--- src/rtl/grant_decoder_pkg.sv ---
`default_nettype none
// ============================================================================
// Module   : grant_decoder_pkg
// Brief    : Shared constants, state encoding and index helpers for the
//            grant decoder slice.
// Revision : 1.0 - initial release
// ============================================================================
package grant_decoder_pkg;

    localparam int c_idx_w     = 4;
    localparam int c_none_bit  = 3;
    localparam int c_line_w    = 3;
    localparam int c_num_lines = 8;

    typedef enum logic [1:0] {
        ST_IDLE    = 2'd0,
        ST_GRANT   = 2'd1,
        ST_RELEASE = 2'd2
    } state_t;

    function automatic logic idx_is_none(input logic [c_idx_w-1:0] idx);
        return idx[c_none_bit];
    endfunction

    function automatic logic [c_line_w-1:0] idx_line(input logic [c_idx_w-1:0] idx);
        return idx[c_line_w-1:0];
    endfunction

endpackage : grant_decoder_pkg
`default_nettype wire

--- src/rtl/grant_decoder_if.sv ---
`default_nettype none
// ============================================================================
// Module   : grant_decoder_if
// Brief    : Index handshake, grant/ack lines and status pulses of the
//            grant decoder.
// Revision : 1.0 - initial release
// ============================================================================
interface grant_decoder_if;
    import grant_decoder_pkg::*;

    logic                   idx_valid;
    logic [c_idx_w-1:0]     idx;
    logic                   idx_ready;
    logic [c_num_lines-1:0] grant;
    logic [c_num_lines-1:0] ack;
    logic                   done;
    logic                   timeout;
    logic                   empty;
    logic                   busy;
    logic [c_line_w-1:0]    cur_line;

    // master: the encode stage plus requesters; slave: the decoder itself
    modport master (
        output idx_valid, idx, ack,
        input  idx_ready, grant, done, timeout, empty, busy, cur_line
    );

    modport slave (
        input  idx_valid, idx, ack,
        output idx_ready, grant, done, timeout, empty, busy, cur_line
    );

endinterface : grant_decoder_if
`default_nettype wire

--- src/rtl/grant_decoder_line_decoder.sv ---
`default_nettype none
// ============================================================================
// Module   : grant_decoder_line_decoder
// Brief    : Combinational 3-to-8 one-hot line decoder with enable; the
//            counterpart of the request priority encoder.
// Revision : 1.0 - initial release
// ============================================================================
module grant_decoder_line_decoder
    import grant_decoder_pkg::*;
#(
    parameter int LINES = c_num_lines
) (
    input  wire logic                i_en,
    input  wire logic [c_line_w-1:0] i_sel,
    output logic      [LINES-1:0]    o_onehot
);

    genvar gi;
    generate
        for (gi = 0; gi < LINES; gi++) begin : g_line
            assign o_onehot[gi] = i_en && (i_sel == c_line_w'(gi));
        end
    endgenerate

endmodule : grant_decoder_line_decoder
`default_nettype wire

--- src/rtl/grant_decoder.sv ---
`default_nettype none
// ============================================================================
// Module   : grant_decoder
// Brief    : Turns an encoded index into a registered one-hot grant, holds it
//            until ack or timeout, then waits for ack release.
// Revision : 1.0 - initial release
// ============================================================================
module grant_decoder
    import grant_decoder_pkg::*;
#(
    parameter int LINES   = 8,
    parameter int TIMEOUT = 255,
    parameter int TCW     = 8
) (
    input  wire logic clk,
    input  wire logic rst,
    grant_decoder_if.slave bus
);

    localparam logic [TCW-1:0] c_tmo_load = TCW'(TIMEOUT);
    localparam logic [TCW-1:0] c_tmo_last = TCW'(1);
    localparam bit             c_tmo_en   = (TIMEOUT != 0);

    state_t              state_q,    state_d;
    logic [LINES-1:0]    grant_q,    grant_d;
    logic [TCW-1:0]      cnt_q,      cnt_d;
    logic [c_line_w-1:0] cur_line_q, cur_line_d;
    logic                done_q,     done_d;
    logic                timeout_q,  timeout_d;
    logic                empty_q,    empty_d;
    logic                busy_q,     busy_d;

    logic [LINES-1:0]    w_onehot;
    logic                w_ack_cur;
    logic                w_idx_none;

    assign w_idx_none = idx_is_none(bus.idx);
    // Only the line currently owned can end a grant; stray acks never matter
    assign w_ack_cur  = bus.ack[cur_line_q];

    grant_decoder_line_decoder #(
        .LINES (LINES)
    ) u_line_decoder (
        .i_en     (!w_idx_none),
        .i_sel    (idx_line(bus.idx)),
        .o_onehot (w_onehot)
    );

    always_comb begin
        state_d    = state_q;
        grant_d    = grant_q;
        cnt_d      = cnt_q;
        cur_line_d = cur_line_q;
        busy_d     = busy_q;
        done_d     = 1'b0;
        timeout_d  = 1'b0;
        empty_d    = 1'b0;

        unique case (state_q)
            ST_IDLE: begin
                if (bus.idx_valid) begin
                    if (w_idx_none) begin
                        empty_d = 1'b1;
                    end else begin
                        cur_line_d = idx_line(bus.idx);
                        grant_d    = w_onehot;
                        cnt_d      = c_tmo_load;
                        busy_d     = 1'b1;
                        state_d    = ST_GRANT;
                    end
                end
            end

            ST_GRANT: begin
                // ack is checked first so it beats a coincident timeout
                if (w_ack_cur) begin
                    grant_d = '0;
                    done_d  = 1'b1;
                    state_d = ST_RELEASE;
                end else if (c_tmo_en && (cnt_q == c_tmo_last)) begin
                    grant_d   = '0;
                    timeout_d = 1'b1;
                    state_d   = ST_RELEASE;
                end else if (c_tmo_en) begin
                    cnt_d = cnt_q - c_tmo_last;
                end
            end

            ST_RELEASE: begin
                grant_d = '0;
                if (!w_ack_cur) begin
                    busy_d  = 1'b0;
                    state_d = ST_IDLE;
                end
            end

            default: begin
                grant_d = '0;
                busy_d  = 1'b0;
                state_d = ST_IDLE;
            end
        endcase
    end

    always_ff @(posedge clk or posedge rst) begin
        if (rst) begin
            state_q    <= ST_IDLE;
            grant_q    <= '0;
            cnt_q      <= '0;
            cur_line_q <= '0;
            done_q     <= 1'b0;
            timeout_q  <= 1'b0;
            empty_q    <= 1'b0;
            busy_q     <= 1'b0;
        end else begin
            state_q    <= state_d;
            grant_q    <= grant_d;
            cnt_q      <= cnt_d;
            cur_line_q <= cur_line_d;
            done_q     <= done_d;
            timeout_q  <= timeout_d;
            empty_q    <= empty_d;
            busy_q     <= busy_d;
        end
    end

    assign bus.idx_ready = (state_q == ST_IDLE);
    assign bus.grant     = grant_q;
    assign bus.done      = done_q;
    assign bus.timeout   = timeout_q;
    assign bus.empty     = empty_q;
    assign bus.busy      = busy_q;
    assign bus.cur_line  = cur_line_q;

endmodule : grant_decoder
`default_nettype wire

--- src/flat_wrapper.sv ---
// flat-port wrapper written by rule: the top's interface ports become plain ports
module grant_decoder_flat import grant_decoder_pkg::*;
#(
    parameter int LINES   = 8,
    parameter int TIMEOUT = 255,
    parameter int TCW     = 8
)
  (clk, rst, bus_idx_valid, bus_idx, bus_ack, bus_idx_ready, bus_grant, bus_done, bus_timeout, bus_empty, bus_busy, bus_cur_line);
  grant_decoder_if bus_i ();
  input  wire logic clk;
  input  wire logic rst;
  input wire logic [$bits(bus_i.idx_valid)-1:0] bus_idx_valid;
  input wire logic [$bits(bus_i.idx)-1:0] bus_idx;
  input wire logic [$bits(bus_i.ack)-1:0] bus_ack;
  output wire logic [$bits(bus_i.idx_ready)-1:0] bus_idx_ready;
  output wire logic [$bits(bus_i.grant)-1:0] bus_grant;
  output wire logic [$bits(bus_i.done)-1:0] bus_done;
  output wire logic [$bits(bus_i.timeout)-1:0] bus_timeout;
  output wire logic [$bits(bus_i.empty)-1:0] bus_empty;
  output wire logic [$bits(bus_i.busy)-1:0] bus_busy;
  output wire logic [$bits(bus_i.cur_line)-1:0] bus_cur_line;
  assign bus_i.idx_valid = bus_idx_valid;
  assign bus_i.idx = bus_idx;
  assign bus_i.ack = bus_ack;
  assign bus_idx_ready = bus_i.idx_ready;
  assign bus_grant = bus_i.grant;
  assign bus_done = bus_i.done;
  assign bus_timeout = bus_i.timeout;
  assign bus_empty = bus_i.empty;
  assign bus_busy = bus_i.busy;
  assign bus_cur_line = bus_i.cur_line;
  grant_decoder #(.LINES(LINES), .TIMEOUT(TIMEOUT), .TCW(TCW)) u_core (.clk(clk), .rst(rst), .bus(bus_i));
endmodule
--- config.mk ---
export PLATFORM = sky130hd
export DESIGN_NAME = grant_decoder_flat
export DESIGN_NICKNAME = d
export VERILOG_FILES = /design/src/rtl/grant_decoder_pkg.sv /design/src/rtl/grant_decoder_if.sv /design/src/rtl/grant_decoder_line_decoder.sv /design/src/rtl/grant_decoder.sv /design/src/flat_wrapper.sv
export SDC_FILE = /design/constraint.sdc
export NUM_CORES = 1
export LEC_CHECK = 0
export CAP_MARGIN = 20
export CORE_MARGIN = 2
export CORE_UTILIZATION = 30
export CTS_CLUSTER_DIAMETER = 200
export DETAILED_ROUTE_END_ITERATION = 6
export PLACE_DENSITY = 0.57
export SETUP_SLACK_MARGIN = 0.2
export SYNTH_ARGS = -nofsm -noshare
export SYNTH_HDL_FRONTEND = slang
export SYNTH_SLANG_ARGS = --single-unit
--- constraint.sdc ---
create_clock -name clk -period 5 [get_ports clk]
set_input_delay 0.5 -clock clk [delete_from_list [all_inputs] [get_ports clk]]
set_output_delay 0.5 -clock clk [all_outputs]
set_load 0.03 [all_outputs]
==> run_results.csv, run 1 <==
group,metric,value,unit
timing,fin_crit_sh,0.430,
die,initial_core_util,0.311,
worst_setup_path,crit_arrival,2.28,ns
run_status,outcome,"complete, no violations",
die,std_cell_rows,23,
power_and_ir_drop,max-vdd-ir-drop,0.199,mV
synth,syn_area,1240,um2
power_and_ir_drop,leakagePower,0.638,nW
run,cap_violations,0,
finish,postLayoutCellArea,1610,um2
die,core,4000,um2
cts,cts_htree_levels,1,
synth,synthArstFlopShare,1.00,
finish,num_antenna_cells,0,
power_and_ir_drop,powerDensity,474,nW/um2
timing,skew,0.00404,ns
cts,clock_latency,0.27,ns
synth,synth.distinct_cells,40,
routing,drtIter0Drc,54,
synth,synth_seq_cells,25,
finish,layout-drive-gt1-share,0.0986,
routing,vias,958,
worst_setup_path,path_cells,"clkdlybuf4s50_1, inv_1, a21oi_1, a211oi_1, and3_1, a31oi_1",
worst_setup_path,path_max_fanout,9,
placement,dpl.hpwl,1970,um
timing,maxSlewViolCount,0,
synth,yosys_warnings,0,
die,io-pin-count,31,
global_route,grt_max_degree,26,
synth,ys_seq_area_frac,0.504,
placement,gp_congestion,0.707,
worst_setup_path,required,5.13,ns
routing,drc,0,
finish,syn_to_final_growth,29.6,%
cts,numCtsBuffers,3,
synth,synth_flop_cell,"dfrtp_1",
finish,nNetsFinal,160,
synth,syn_avg_cell_area,10.8,um2
cts,post_cts_resized,0,
worst_setup_path,r2r-start,"u_core.cnt_q[0]",
cts,cts_sinks,25,
die,die_area,4670,um2
timing,max_slew_margin,0.333,
timing,finalCriticalPeriod,2.15,ns
placement,placed_cell_area,1560,um2
routing,dr.pass1.iters,2,
synth,synth_edf_count,0,
cts,cts_hold_buf,0,
timing,hold_viol_final,0,
global_route,antenna_found_initial,0,
cts,cts_root_buffer,"clkbuf_8",
routing,wl,2630,um
worst_hold_path,hold_class,"reg2reg",
placement,io_buffers,30,
die,die_w,68.4,um
die,die_y,68.4,um
cts,post_cts_buffers,0,
timing,rsz0062_at_grt,"no",
worst_setup_path,max_stage_delay,0.83,ns
worst_setup_path,end_kind,"flop",
timing,setup_viol,0,
routing,wire_per_inst,13.7,um
cts,clkSlewWorstSetupHoldPaths,0.09,ns
synth,synthesis.nets,132,
global_route,grt_pass1_wl,4340,um
global_route,overflow,0,
worst_setup_path,critPathLaunchType,"primary input",
worst_setup_path,cp_num_buf_inv,2,
worst_hold_path,worstHoldStart,"u_core.bus.busy",
worst_setup_path,critPathTopFamily,"compound AO/OA/AOI/OAI gates",
global_route,grt_pass1_vias,964,
timing,worst_slew_pin_slew,0.995,ns
routing,vias_per_cell,4.99,
cts,clock_path_buffers,2,
worst_setup_path,crit_path_top_delay_cell,"a211oi_1",
worst_setup_path,crit_type,"in2reg",
timing,fin_setup_tns,0,ns
routing,ant_nets,0,
global_route,grtUsageTotal,0.122,
worst_setup_path,r2r_setup_slack,2.87,ns
worst_setup_path,crit_path_start,"bus_idx[3]",
cts,cts_tree,"done",
synth,synth_cells,115,
timing,max_freq,465,MHz
## layer usage
layer  wire (um)  GRT usage  up-vias
met5           0          0        -
met4          19     0.0375        0
met3         167     0.0164        2
met2        1210      0.210       30
met1        1230      0.158      451
li1            -          -      475
## final cells by class
type	instances	area, um2
fill	399	2390
tap	50	62.6
clock buffer	3	41.3
clock inverter	1	5.00
inverter	5	18.8
sequential	25	626
multi-input combinational	78	557
timing repair buffer	30	300
## path summary, 6_finish.rpt
path / cells after the start / endpoint
worst max-delay path: 6 / u_core.cnt_q[5]
worst min-delay path: 1 / u_core.bus.busy
worst max register to register: 6 / u_core.cnt_q[5]
worst min register to register: 1 / u_core.bus.busy
max in group asynchronous: 2 / u_core.bus.busy
min in group asynchronous: 2 / u_core.bus.grant[5]
## cell families after synthesis
| logic type | share of synthesized area |
|---|---|
| adder cells (fa/ha/maj) | 0.0201 |
| AND/OR/NAND/NOR | 0.181 |
| AO/OA/AOI/OAI | 0.178 |
| flip-flops | 0.504 |
| multiplexers | 0.0685 |
| buffers and inverters | 0.0483 |
## placed cells by master, fill, tap and decap left out
| cell | instances |
|---|---|
| a211oi_1 | 2 |
| a21boi_0 | 1 |
| a21o_1 | 1 |
| a21oi_1 | 2 |
| a311oi_1 | 1 |
| a31o_2 | 1 |
| a31oi_1 | 4 |
| and2_2 | 1 |
| and3_1 | 3 |
| and4_1 | 1 |
| clkbuf_8 | 3 |
| clkdlybuf4s50_1 | 30 |
| clkinv_2 | 1 |
| dfrtp_1 | 25 |
| ha_1 | 2 |
| inv_1 | 5 |
| mux2_2 | 2 |
| mux2i_1 | 4 |
| mux4_2 | 1 |
| nand2_1 | 6 |
| nand2b_1 | 5 |
| nand3_1 | 2 |
| nor2_1 | 8 |
| nor2_2 | 1 |
| nor2b_1 | 2 |
| nor3_1 | 2 |
| nor3_2 | 1 |
| nor4_1 | 2 |
| nor4b_2 | 1 |
| o2111ai_1 | 1 |
| o21a_1 | 4 |
| o21ai_0 | 3 |
| o22a_1 | 1 |
| o22ai_1 | 1 |
| o2bb2ai_1 | 8 |
| or2_2 | 1 |
| or3_1 | 2 |
| or4_4 | 1 |
## cells in the mapped netlist (3+ instances only)
cell type,count,area share
nand2_1,6,0.018
and3_1,3,0.015
mux2i_1,4,0.032
dfrtp_1,25,0.50
o21ai_0,3,0.012
nand2b_1,5,0.025
o21a_1,4,0.024
o2bb2ai_1,8,0.056
inv_1,5,0.015
nor2_1,8,0.024
a31oi_1,4,0.020
## flip-flops by register name, indices dropped and copies added (netlist names)
signal	flops
u_core.bus.busy	1
u_core.bus.cur_line	3
u_core.bus.done	1
u_core.bus.empty	1
u_core.bus.grant	8
u_core.bus.timeout	1
u_core.cnt_q	8
u_core.state_q	2
## power breakdown
| part | switching (mW) | internal [mW] | total (mW) |
|---|---|---|---|
| clock | 0.0627 | 0.0558 | 0.118 |
| sequential | 0.0560 | 0.247 | 0.303 |
| combinational | 0.193 | 0.148 | 0.341 |
## through the flow
| stage | cells | setup WS (ns) | hold slack [ns] | power, mW | util |
|---|---|---|---|---|---|
| floorplan | 115 | 3.00 | 0.502 | 0.547 | - |
| global placement | 188 | 2.59 | 0.463 | 0.647 | 0.391 |
| detailed placement | 188 | 2.58 | 0.466 | 0.651 | 0.391 |
| CTS | 192 | 2.86 | 0.485 | 0.771 | 0.403 |
| global route | 192 | 2.66 | 0.518 | 0.815 | 0.403 |
| finish | 192 | 2.85 | 0.480 | 0.763 | 0.403 |
No activity file was read; power rests on OpenSTA's default activity.
==> run 2, diff against run 1 <==
--- a/config.mk
+++ b/config.mk
@@ -10,7 +10,7 @@
 export CORE_UTILIZATION = 30
 export CTS_CLUSTER_DIAMETER = 200
 export DETAILED_ROUTE_END_ITERATION = 6
-export PLACE_DENSITY = 0.57
+export PLACE_DENSITY = 0.59
 export SETUP_SLACK_MARGIN = 0.2
 export SYNTH_ARGS = -nofsm -noshare
 export SYNTH_HDL_FRONTEND = slang
==> constraint.sdc (replaced) <==
create_clock -name clk -period 1.9 [get_ports clk]
set_input_delay 0.19 -clock clk [delete_from_list [all_inputs] [get_ports clk]]
set_output_delay 0.19 -clock clk [all_outputs]
set_load 0.03 [all_outputs]
==> run 2 against run 1 <==
  * Wire length up 10%
  * Sequential cell count unchanged
  * Sequential power rose to 2.5 times the previous value
  * Largest power group unchanged
  * Sequential share of layout area down 3.5 points
  * First-iteration DRC count rose by 13%
  * Total power rose to 2.9 times the previous value
  * Critical endpoint unchanged
  * Non-clock buffer count rose by 16
  * Clock power rose to 2.6 times the previous value
  * Highest routed layer unchanged
  * The run now ends with negative setup slack left
  * Largest cell class unchanged
  * Core utilization increased by 4.1 points
  * Global-route usage rose by 0.91 points
==> run_results.csv, run 2 (synthesis gave the netlist of run 1 again) <==
group,metric,value,unit
worst_setup_path,crit_path_top_delay_cell,"mux4_2",
cts,numCtsBuffers,3,
timing,max_freq,524,MHz
finish,final_common_cell,"clkdlybuf4s50_1",
die,die_y,68.4,um
finish,layout-drive-gt1-share,0.222,
power_and_ir_drop,seqPwrFrac,0.350,
worst_setup_path,path_cells,"mux2i_1, mux4_2, nor4b_4, buf_4, and3_1, a31oi_1",
power_and_ir_drop,internal_power,1.32,mW
finish,syn_to_final_growth,42.7,%
cts,cts_htree_levels,1,
die,io-pin-count,31,
worst_setup_path,path_max_fanout,9,
cts,cts_root_buffer,"clkbuf_8",
routing,drc,0,
finish,nNetsFinal,176,
placement,io_buffers,30,
placement,post-place-cells,202,
worst_hold_path,hold_class,"in2async",
die,core,4000,um2
timing,fin_crit_sh,1.01,
global_route,antenna_found_initial,0,
cts,clock_path_buffers,2,
run_status,outcome,"finished, violations left",
routing,dr.pass1.iters,4,
timing,hold_slack,0.269,ns
timing,finalCriticalPeriod,1.91,ns
power_and_ir_drop,clockPowerShare,0.140,
finish,fillers,376,
worst_setup_path,critPathLaunchType,"flop",
worst_setup_path,required,2.09,ns
cts,cts_tree,"done",
finish,mostFrequentLayoutCells,"29 x clkdlybuf4s50_1, 24 x dfrtp_1, 16 x buf_4",
timing,hold_viol_final,0,
power_and_ir_drop,leakagePower,0.741,nW
global_route,overflow,0,
placement,dpl_worst_slack,-0.262,ns
placement,gp_congestion,0.775,
die,std_cell_rows,23,
placement,dpl.hpwl,2180,um
finish,utilization,0.443,
routing,vias,1044,
finish,fin_cells,208,
cts,clkSlewWorstSetupHoldPaths,0.08,ns
global_route,grt_pass1_vias,1013,
run,cap_violations,0,
power_and_ir_drop,power.total,2.20,mW
die,die_w,68.4,um
timing,rsz0062_at_grt,"yes",
timing,skew,0.00306,ns
power_and_ir_drop,max-vdd-ir-drop,0.744,mV
timing,fin_ws,-0.00996,ns
routing,wire_per_inst,13.9,um
global_route,grt_pass1_wl,4470,um
die,initial_core_util,0.311,
power_and_ir_drop,powerDensity,1240,nW/um2
routing,ant_nets,0,
routing,drtIter0Drc,61,
worst_setup_path,crit_type,"reg2reg",
power_and_ir_drop,switching_power,0.884,mW
global_route,grt_max_degree,26,
global_route,grtUsageTotal,0.131,
run_status,violations,"negative setup slack",
worst_setup_path,max_stage_delay,0.58,ns
routing,wl,2900,um
power_and_ir_drop,p_comb_frac,0.511,
cts,clock_latency,0.27,ns
worst_setup_path,crit_arrival,2.10,ns
timing,worst_slew_pin_slew,0.417,ns
worst_setup_path,end_kind,"flop",
routing,vias_per_cell,5.02,
die,die_area,4670,um2
finish,num_antenna_cells,0,
timing,setup_viol,1,
cts,cts_sinks,25,
timing,maxSlewViolCount,0,
timing,max_slew_margin,0.721,
power_and_ir_drop,switching_share,0.401,
[run 2: cell type report]
class | count | area, um2 | share of cell area
Sequential cell | 25 | 627 | 0.354
Multi-Input combinational cell | 78 | 601 | 0.339
Timing Repair Buffer | 46 | 419 | 0.236
Tap cell | 50 | 62.6 | 0.0353
Clock buffer | 4 | 45.0 | 0.0254
Inverter | 5 | 18.8 | 0.0106
[run 2: routing by layer]
metal,track usage,part of all wire
met1,0.144,0.46
met2,0.243,0.45
met3,0.0197,0.064
met4,0.0625,0.023
met5,0,0
[run 2: through the flow]
step	setup TNS, ns	instance area, um2
floorplan	-0.0170	1260
global placement	-1.42	1680
detailed placement	-1.75	1680
CTS	0	1740
global route	-0.340	1770
finish	-0.00996	1770
[run 2: path summary, 6_finish.rpt]
| kind | startpoint | endpoint | slack (ns) | cells past startpoint |
|---|---|---|---|---|
| worst max-delay path | u_core.bus.cur_line[0] | u_core.cnt_q[5] | -0.01 | 6 |
| worst max register to register | u_core.bus.cur_line[0] | u_core.cnt_q[5] | -0.01 | 6 |
| worst min-delay path | rst | u_core.cnt_q[4] | 0.27 | 3 |
| max in group asynchronous | rst | u_core.bus.cur_line[0] | 1.36 | 3 |
| worst min register to register | u_core.bus.busy | u_core.bus.busy | 0.48 | 1 |
| min in group clk | u_core.bus.busy | u_core.bus.busy | 0.48 | 1 |
[run 2: timing repair]
item,in CTS,in global routing
endpoints found under the setup margin,19,18
gates resized for setup,4,3
setup buffers,0,2
pin swaps,3,0
endpoints found under the hold margin,0,0
hold buffers,0,0
[run 2: critical path, delay by kind of cell, from the launching register on]
| family | cells | cell delay, ns |
|---|---|---|
| muxes | 2 | 0.72 |
| DFF | 1 | 0.47 |
| and+or+nand+nor | 2 | 0.36 |
| AOI/OAI and AO/OA | 1 | 0.15 |
| buffers and inverters | 1 | 0.13 |
[run 2: power by group through the flow]
stage	logic (mW)	registers (mW)	clock network, mW
after floorplan	0.613	0.872	0
after global placement	1.09	0.769	0
after detailed placement	1.09	0.775	0
after CTS	1.11	0.767	0.319
after global routing	1.22	0.791	0.334
final	1.13	0.771	0.308
==> run 3, diff against run 2 <==
--- a/config.mk
+++ b/config.mk
@@ -7,10 +7,10 @@
 export LEC_CHECK = 0
 export CAP_MARGIN = 20
 export CORE_MARGIN = 2
-export CORE_UTILIZATION = 30
+export CORE_UTILIZATION = 43
 export CTS_CLUSTER_DIAMETER = 200
 export DETAILED_ROUTE_END_ITERATION = 6
-export PLACE_DENSITY = 0.59
+export PLACE_DENSITY = 0.78
 export SETUP_SLACK_MARGIN = 0.2
 export SYNTH_ARGS = -nofsm -noshare
 export SYNTH_HDL_FRONTEND = slang
==> run 3 against run 2 <==
  * The run still ends with negative setup slack left
  * Worst setup slack worse by 0.019 ns
  * Total power up 4.2%
  * Via count grew 6.6%
  * First-iteration DRC count shrank 59%
  * Final area up 2.5%
  * Hold slack worse by 0.045 ns
  * Count of clock-buffer cells in the layout stayed put
  * Sequential share of layout area down 0.88 points
  * Global-route usage increased by 5.5 points
  * Critical endpoint is now u_core.cnt_q[6]
==> run_results.csv, run 3 (synthesis gave the netlist of run 1 again) <==
group,metric,value,unit
die,initial_core_util,0.451,
global_route,grtUsageTotal,0.186,
timing,max_freq,519,MHz
timing,maxSlewViolCount,0,
worst_setup_path,max_stage_delay,0.53,ns
worst_setup_path,path_cells,"mux2i_1, mux4_2, buf_6, and3_4, o21a_1, o21a_1",
run_status,violations,"negative setup slack",
die,die_y,57.8,um
global_route,overflow,0,
worst_setup_path,crit_path_end,"u_core.cnt_q[6]",
finish,postLayoutCellArea,1820,um2
timing,fin_crit_sh,1.02,
routing,ant_nets,0,
worst_setup_path,end_kind,"flop",
cts,cts_sinks,25,
routing,drtIter0Drc,25,
worst_hold_path,hold_class,"in2async",
timing,finalCriticalPeriod,1.93,ns
cts,numCtsBuffers,3,
worst_setup_path,r2r_setup_slack,-0.03,ns
worst_setup_path,crit_arrival,2.14,ns
routing,vias_per_cell,5.77,
die,io-pin-count,31,
timing,setup_viol,4,
finish,syn_to_final_growth,46.3,%
routing,dr.pass1.iters,4,
routing,drc,0,
global_route,grt_max_degree,26,
finish,fin_cells,193,
cts,clock_latency,0.31,ns
finish,multi_input_comb_area,658,um2
worst_setup_path,r2r.worst_path.cells,6,
cts,cts_htree_levels,1,
timing,hold_viol_final,0,
finish,nNetsFinal,180,
worst_setup_path,r2r-start,"u_core.bus.cur_line[0]",
placement,post-place-cells,182,
finish,seqCellArea,627,um2
worst_setup_path,cpMostUsedCell,"o21a_1",
timing,skew,0.0134,ns
timing,rsz0062_at_grt,"yes",
worst_setup_path,critPathTopFamily,"multiplexers",
worst_setup_path,crit_path_top_delay_cell,"mux4_2",
cts,clock_path_buffers,2,
finish,num_antenna_cells,0,
worst_setup_path,crit_type,"reg2reg",
die,core,2760,um2
worst_setup_path,cp_num_buf_inv,1,
die,die_area,3340,um2
finish,fillers,206,
routing,wire_per_inst,16.5,um
worst_setup_path,timing.rr.end,"u_core.cnt_q[6]",
run,cap_violations,0,
routing,vias,1113,
cts,cts_tree,"done",
placement,io_buffers,30,
finish,mostFrequentLayoutCells,"28 x clkdlybuf4s50_1, 24 x dfrtp_1, 18 x buf_4",
worst_setup_path,required,2.11,ns
placement,gp_congestion,0.846,
global_route,antenna_found_initial,0,
timing,worst_slew_pin_slew,0.515,ns
placement,placed_cell_area,1650,um2
routing,wl,3190,um
cts,clkSlewWorstSetupHoldPaths,0.13,ns
timing,hold_slack,0.224,ns
global_route,grt_pass1_vias,1067,
finish,layout-drive-gt1-share,0.290,
finish,final_common_cell,"clkdlybuf4s50_1",
worst_setup_path,critPathLaunchType,"flop",
power_and_ir_drop,max-vdd-ir-drop,1.17,mV
die,std_cell_rows,19,
worst_setup_path,path_max_fanout,6,
power_and_ir_drop,powerDensity,1260,nW/um2
timing,fin_ws,-0.0285,ns
cts,cts_root_buffer,"clkbuf_4",
worst_setup_path,crit_path_start,"u_core.bus.cur_line[0]",
run_status,outcome,"finished, violations left",
die,die_w,57.8,um
cts,cts_hold_buf,0,
power_and_ir_drop,leakagePower,0.778,nW
worst_setup_path,cp.depth,6,
placement,dpl.hpwl,2080,um
timing,max_slew_margin,0.657,
global_route,grt_pass1_wl,4870,um
-- run 3: cell types whose count changed in the layout (fill, tap and decap cells not counted), sizes merged --
cell | previous run | this run
buf | 16 | 19
a211oi | 2 | 3
clkdlybuf4s15 | 0 | 1
clkdlybuf4s50 | 29 | 28
dlymetal6s2s | 0 | 1
dlygate4sd2 | 1 | 0
-- run 3: timing repair --
| action | in CTS | in global routing |
|---|---|---|
| pin swaps | 9 | 2 |
| resized for setup | 6 | 16 |
| endpoints found under the setup margin | 19 | 20 |
| gates cloned | 0 | 1 |
| setup buffers | 4 | 2 |
-- run 3: worst min-delay path by stage --
stage | slack, ns | from | to | cells past startpoint
after floorplan | 0.22 | rst | u_core.bus.busy | 1
after global placement | 0.46 | u_core.bus.busy | u_core.bus.busy | 1
after detailed placement | 0.47 | u_core.bus.busy | u_core.bus.busy | 1
after CTS | 0.24 | rst | u_core.cnt_q[2] | 3
after global routing | 0.25 | rst | u_core.cnt_q[2] | 3
final | 0.22 | rst | u_core.bus.empty | 3
-- run 3: tightest hold or removal path, delay by kind of cell --
family | cells | cell delay [ns]
buffers and inverters | 3 | 0.76
-- run 3: layout make-up --
class                      count  area share
clock buffer                   4      0.0145
inverter                       5      0.0103
multi-input combinational     79       0.362
sequential                    25       0.345
tap                           31      0.0213
timing repair buffer          49       0.247
-- run 3: power breakdown --
group	leakage, nW	switching (mW)	internal (mW)
clock	0.0150	0.149	0.0820
sequential	0.296	0.141	0.651
combinational	0.467	0.676	0.599
-- run 3: routing by layer --
| metal | share of wire | track usage | vias to the layer above |
|---|---|---|---|
| li1 | - | - | 517 |
| met1 | 0.45 | 0.244 | 545 |
| met2 | 0.48 | 0.317 | 47 |
| met3 | 0.070 | 0.0424 | 4 |
| met4 | 0.0053 | 0.0399 | 0 |
| met5 | 0 | 0 | - |
-- run 3: through the flow --
stage	power [mW]	util	TNS, ns	setup slack [ns]
after floorplan	1.49	-	-0.0170	-0.0170
after global placement	1.81	0.597	-1.02	-0.148
after detailed placement	1.83	0.597	-1.62	-0.246
after CTS	2.14	0.627	0	0.0104
after global routing	2.44	0.659	-1.34	-0.115
final	2.30	0.659	-0.0368	-0.0285
